**src/rtl/split_complex_stream.sv**
```systemverilog
// Splits a packed {I,Q} AXI-stream into independent I and Q real streams.
// Each output has its own small first-word-fall-through FIFO and a per-packet enable.

module split_complex_stream_fifo #(
  parameter int W  = 17,
  parameter int AW = 2
) (
  input  logic         clk,
  input  logic         reset,
  input  logic         clear,
  input  logic         wr_i,
  input  logic [W-1:0] wdata_i,
  output logic         full_o,
  output logic [W-1:0] rdata_o,
  output logic         valid_o,
  input  logic         ready_i
);
  localparam int DEPTH = 1 << AW;

  logic [W-1:0]  mem_q [DEPTH];
  logic [AW-1:0] wr_ptr_q;
  logic [AW-1:0] rd_ptr_q;
  logic [AW:0]   count_q;
  logic [AW:0]   count_d;
  logic [W-1:0]  hold_q;
  logic          push;
  logic          pop;

  // Full is judged on registered occupancy only, so a same-cycle read never frees a slot.
  assign full_o  = (count_q == (AW+1)'(DEPTH));
  assign valid_o = (count_q != (AW+1)'(0));
  assign push    = wr_i && !full_o;
  assign pop     = valid_o && ready_i;
  assign rdata_o = valid_o ? mem_q[rd_ptr_q] : hold_q;

  // Occupancy next-state.
  always_comb begin
    count_d = count_q;
    case ({push, pop})
      2'b10:   count_d = count_q + (AW+1)'(1);
      2'b01:   count_d = count_q - (AW+1)'(1);
      default: count_d = count_q;
    endcase
  end

  // Pointers, occupancy and the last-popped word shown while empty.
  always_ff @(posedge clk) begin
    if (reset) begin
      wr_ptr_q <= AW'(0);
      rd_ptr_q <= AW'(0);
      count_q  <= (AW+1)'(0);
      hold_q   <= W'(0);
    end else if (clear) begin
      wr_ptr_q <= AW'(0);
      rd_ptr_q <= AW'(0);
      count_q  <= (AW+1)'(0);
    end else begin
      count_q <= count_d;
      if (push) begin
        wr_ptr_q <= wr_ptr_q + AW'(1);
      end
      if (pop) begin
        rd_ptr_q <= rd_ptr_q + AW'(1);
        hold_q   <= mem_q[rd_ptr_q];
      end
    end
  end

  // Storage array, written only on an accepted push.
  always_ff @(posedge clk) begin
    if (push) begin
      mem_q[wr_ptr_q] <= wdata_i;
    end
  end
endmodule

module split_complex_stream #(
  parameter int WIDTH     = 16,
  parameter int FIFO_SIZE = 2
) (
  input  logic               clk,
  input  logic               reset,
  input  logic               clear,
  input  logic               en_i,
  input  logic               en_q,
  input  logic [2*WIDTH-1:0] i_tdata,
  input  logic               i_tlast,
  input  logic               i_tvalid,
  output logic               i_tready,
  output logic [WIDTH-1:0]   oi_tdata,
  output logic               oi_tlast,
  output logic               oi_tvalid,
  input  logic               oi_tready,
  output logic [WIDTH-1:0]   oq_tdata,
  output logic               oq_tlast,
  output logic               oq_tvalid,
  input  logic               oq_tready,
  output logic [31:0]        pkt_count
);
  typedef enum logic [0:0] {IDLE = 1'b0, IN_PKT = 1'b1} state_t;

  state_t      state_q;
  state_t      state_d;
  logic        lat_i_q;
  logic        lat_i_d;
  logic        lat_q_q;
  logic        lat_q_d;
  logic [31:0] pkt_count_q;
  logic [31:0] pkt_count_d;
  logic        act_i;
  logic        act_q;
  logic        full_i;
  logic        full_q;
  logic        xfer;
  logic [WIDTH:0] rd_i;
  logic [WIDTH:0] rd_q;

  // Enables are live between packets and frozen for the remainder of an open packet.
  assign act_i    = (state_q == IN_PKT) ? lat_i_q : en_i;
  assign act_q    = (state_q == IN_PKT) ? lat_q_q : en_q;
  assign i_tready = !reset && !clear && (!act_i || !full_i) && (!act_q || !full_q);
  assign xfer     = i_tvalid && i_tready;
  assign pkt_count = pkt_count_q;

  // Packet FSM, enable latch and packet counter next-state.
  always_comb begin
    state_d     = state_q;
    lat_i_d     = lat_i_q;
    lat_q_d     = lat_q_q;
    pkt_count_d = pkt_count_q;
    if (xfer) begin
      case (state_q)
        IDLE: begin
          if (!i_tlast) begin
            state_d = IN_PKT;
            lat_i_d = en_i;
            lat_q_d = en_q;
          end else begin
            state_d = IDLE;
          end
        end
        IN_PKT: begin
          if (i_tlast) begin
            state_d = IDLE;
          end else begin
            state_d = IN_PKT;
          end
        end
        default: state_d = IDLE;
      endcase
      if (i_tlast) begin
        pkt_count_d = pkt_count_q + 32'd1;
      end else begin
        pkt_count_d = pkt_count_q;
      end
    end else begin
      state_d = state_q;
    end
  end

  // State registers; clear behaves like reset for the control path.
  always_ff @(posedge clk) begin
    if (reset || clear) begin
      state_q     <= IDLE;
      lat_i_q     <= 1'b0;
      lat_q_q     <= 1'b0;
      pkt_count_q <= 32'd0;
    end else begin
      state_q     <= state_d;
      lat_i_q     <= lat_i_d;
      lat_q_q     <= lat_q_d;
      pkt_count_q <= pkt_count_d;
    end
  end

  split_complex_stream_fifo #(.W(WIDTH + 1), .AW(FIFO_SIZE)) u_fifo_i (
    .clk     (clk),
    .reset   (reset),
    .clear   (clear),
    .wr_i    (xfer && act_i),
    .wdata_i ({i_tlast, i_tdata[2*WIDTH-1:WIDTH]}),
    .full_o  (full_i),
    .rdata_o (rd_i),
    .valid_o (oi_tvalid),
    .ready_i (oi_tready)
  );

  split_complex_stream_fifo #(.W(WIDTH + 1), .AW(FIFO_SIZE)) u_fifo_q (
    .clk     (clk),
    .reset   (reset),
    .clear   (clear),
    .wr_i    (xfer && act_q),
    .wdata_i ({i_tlast, i_tdata[WIDTH-1:0]}),
    .full_o  (full_q),
    .rdata_o (rd_q),
    .valid_o (oq_tvalid),
    .ready_i (oq_tready)
  );

  assign oi_tlast = rd_i[WIDTH];
  assign oi_tdata = rd_i[WIDTH-1:0];
  assign oq_tlast = rd_q[WIDTH];
  assign oq_tdata = rd_q[WIDTH-1:0];
endmodule

```
**config.mk**
```make
export PLATFORM = sky130hd
export DESIGN_NAME = split_complex_stream
export DESIGN_NICKNAME = d
export VERILOG_FILES = /design/src/rtl/split_complex_stream.sv
export SDC_FILE = /design/constraint.sdc
export NUM_CORES = 1
export LEC_CHECK = 0
export CORE_MARGIN = 4
export CORE_UTILIZATION = 35
export CTS_CLUSTER_SIZE = 24
export DETAILED_ROUTE_END_ITERATION = 16
export GPL_TIMING_DRIVEN = 0
export HOLD_SLACK_MARGIN = 0.05
export PLACE_DENSITY_LB_ADDON = 0.15
export SLEW_MARGIN = 25
export SYNTH_ARGS = -nofsm -noshare
export SYNTH_HDL_FRONTEND = slang
export SYNTH_SLANG_ARGS = --single-unit
```
**constraint.sdc**
```tcl
create_clock -name clk -period 2.9 [get_ports clk]
set_input_delay 0.29 -clock clk [delete_from_list [all_inputs] [get_ports clk]]
set_output_delay 0.29 -clock clk [all_outputs]
set_load 0.02 [all_outputs]
```
==> metrics <==
most common cell after layout, fill and taps aside=edfxtp_1; # DRC=0; # H-tree levels=1; post-synthesis cell count=about 680; Final Hold Viols=0; Die ar.=28,600 um2; Clock Skew=about 11 ps; Peak VDD IR=~0.43 mV; CP Cell Sequence=clkbuf_4, mux4_2, mux2_2, clkdlybuf4s50_1; Unique masters post-synth=42; P_leak=~3.8 nW; die height=around 170 um; vias in the first global route=6,136; Setup crit end kind=primary output; Vias=approximately 5.9k; data arrival time of the worst path=~2500 ps; max-slew violations=0; crit-path leading delay family=buffers and inverters; WP data required=2610 ps; Post-DP HPWL=between 10 and 15 mm; Layout Cells excl Fill=between 1k and 1.5k; Max-slew headroom=51.4%; slew at the pin with the worst max-slew slack=about 730 ps; Async SR Flop Fraction=0%; # rows=a little under 60; max incr delay on CP=between 500 and 600 ps; final setup vio count=0; DRT iter0 DRCs=285; Wirelength per Cell=roughly 18 um; first-pass GRT wire length=approximately 33 mm; Clock Latency Late Sink=510 ps; # Max-Cap Violations=0; Seq/Total Area, Yosys=64.1%; Crit Path Category=flip-flop to primary output; total global routing overflow=0; Max Clock Freq=365 MHz; PortBufs=about 110; Max FO, Critical Path=10; vias per cell=between 5 and 6; Area Growth Syn to Fin=26.9%; die width=169 um; area occupied by registers=between 5000 and 6000 um2; power density over the cells=approximately 570 nW/um2; number of synthesized flops with an enable pin=between 100 and 150; Seq cells post-synth=about 220; Synthesis Warnings=0; Inst Count DP=roughly 1.1k; total track usage=14.5%; Clock transition at path regs=around 60 ps; Final Critical Period=between 2000 and 3000 ps; CTS Buf Count=25; routability cong.=0.775; layout net count=~870; CTS Buffer Depth=3; Initial Utilization=35.9%; Fin Hold WS=341 ps; Worst Path Buf+Inv=2; area of the multi-input gates=~3100 um2; largest net degree at the start of global routing=18; outcome=completed; # fillers=around 2.3k; Syn Std Cell Area=9080 um2; TritonRoute pass-1 iters=5; crit share post-route=a little over nine tenths; clk sinks=around 220; Worst path slowest cell=clkdlybuf4s50_1; Ports=110; clk root buf=clkbuf_16; syn_area_per_cell=approximately 13 um2; Hold WC Path Type=input pin to flip-flop; critical path startpoint category=flip-flop; RSZ-0062 raised after global routing=no; ys flop type=edfxtp_1; syn_nets=733; CTS tree=yes; initial antenna violation count=0; share of cells above drive strength 1=a little under a fifth; hold buffer count at CTS=0; most frequent cells in the layout=edfxtp_1 (136), clkdlybuf4s50_1 (96), nand2_1 (86); Final Power=around 6.6 mW; Post-DRT Antenna Nets=0; final wirelength=21.0 mm; Setup TNS=0 ps; CORE AREA=roughly 25,000 um2; Inserted Diodes=0
## sequential cells by signal (all words and copies together) (netlist names), named ones only
register	flops
u_fifo_i.rd_ptr_q	2
u_fifo_q.mem_q	68
pkt_count	32
u_fifo_i.hold_q	17
lat_i_q	1
u_fifo_q.count_q	3
u_fifo_i.count_q	3
state_q	1
u_fifo_q.rd_ptr_q	2
u_fifo_i.wr_ptr_q	2
u_fifo_i.mem_q	68
u_fifo_q.hold_q	17
lat_q_q	1
u_fifo_q.wr_ptr_q	2
## cells in the mapped netlist, drive strengths merged, types with 10 or more instances
cell type	instances	area [um2]
buf	11	50.0
inv	17	63.8
nand3	18	90.1
nor2	40	150
mux4	34	766
nor3	10	50.1
a21oi	53	265
dfxtp	87	1740
mux2	34	383
clkbuf	22	82.6
o21ai	17	85.1
or3	14	87.6
xnor2	12	105
edfxtp	136	4080
nand2	86	323
ha	11	138
## per-stage QoR
step	utilization, %	setup WS (ps)	area (um2)
finish	45.5	157	11500
global route	45.5	38.3	11500
CTS	45.1	4.65	11400
detailed placement	41.8	-673	10600
global placement	41.8	-606	10600
floorplan	-	195	9080
## final timing paths
check | startpoint | endpoint | cells after the start | slack, ps
max | flip-flop | oq_tdata[7] | 4 | 160
min | reset | u_fifo_q.hold_q[6] | 2 | 340
max reg2reg | u_fifo_q.count_q[2] | u_fifo_i.count_q[2] | 10 | 160
min reg2reg | u_fifo_q.hold_q[6] | u_fifo_q.hold_q[6] | 2 | 450
## kinds of logic (layout without fill, tap and decap cells)
group / count (synthesis) / in the layout / share of synthesized area, %
AO/OA/AOI/OAI: 85 / 85 / 5.17
buffers and inverters: 50 / 208 / 2.16
adder cells (fa/ha/maj): 13 / 13 / 1.96
XOR/XNOR: 21 / 21 / 2.02
flip-flops: 223 / 223 / 64.1
multiplexers: 73 / 73 / 13.2
AND/OR/NAND/NOR: 214 / 214 / 11.4
## metal layers
metal	vias to the layer above	global-route usage (%)	wire [um]	share of wire, %
li1	2801	-	-	-
met1	2920	19.5	9140	43
met2	152	24.4	10300	49
met3	29	2.80	1180	5.6
met4	0	3.82	379	1.8
met5	-	0	0	0
## power by group
part           leakage, nW  total, mW  internal [mW]  switching (mW)
logic                 1.51      0.206         0.0943           0.112
registers             1.93       3.38           3.37         0.00536
clock network        0.405       3.01           1.79            1.22
total                 3.84       6.59           5.25            1.34
## timing repair
item	CTS	global route
setup endpoints to repair	157	72
pin swaps	1	0
gates resized for setup	27	18
setup buffers	1	9
hold endpoints to repair	0	0
## layout make-up
cell class | instances | share of cell area, %
clock buffers | 34 | 6.09
inverters | 17 | 0.554
repair buffers | 118 | 10.2
plain buffers | 27 | 1.27
clock inverters | 12 | 0.825
multi-input cells | 406 | 26.8
well taps | 330 | 3.58
flip-flops and latches | 223 | 50.6
No activity file was read; power rests on OpenSTA's default activity.
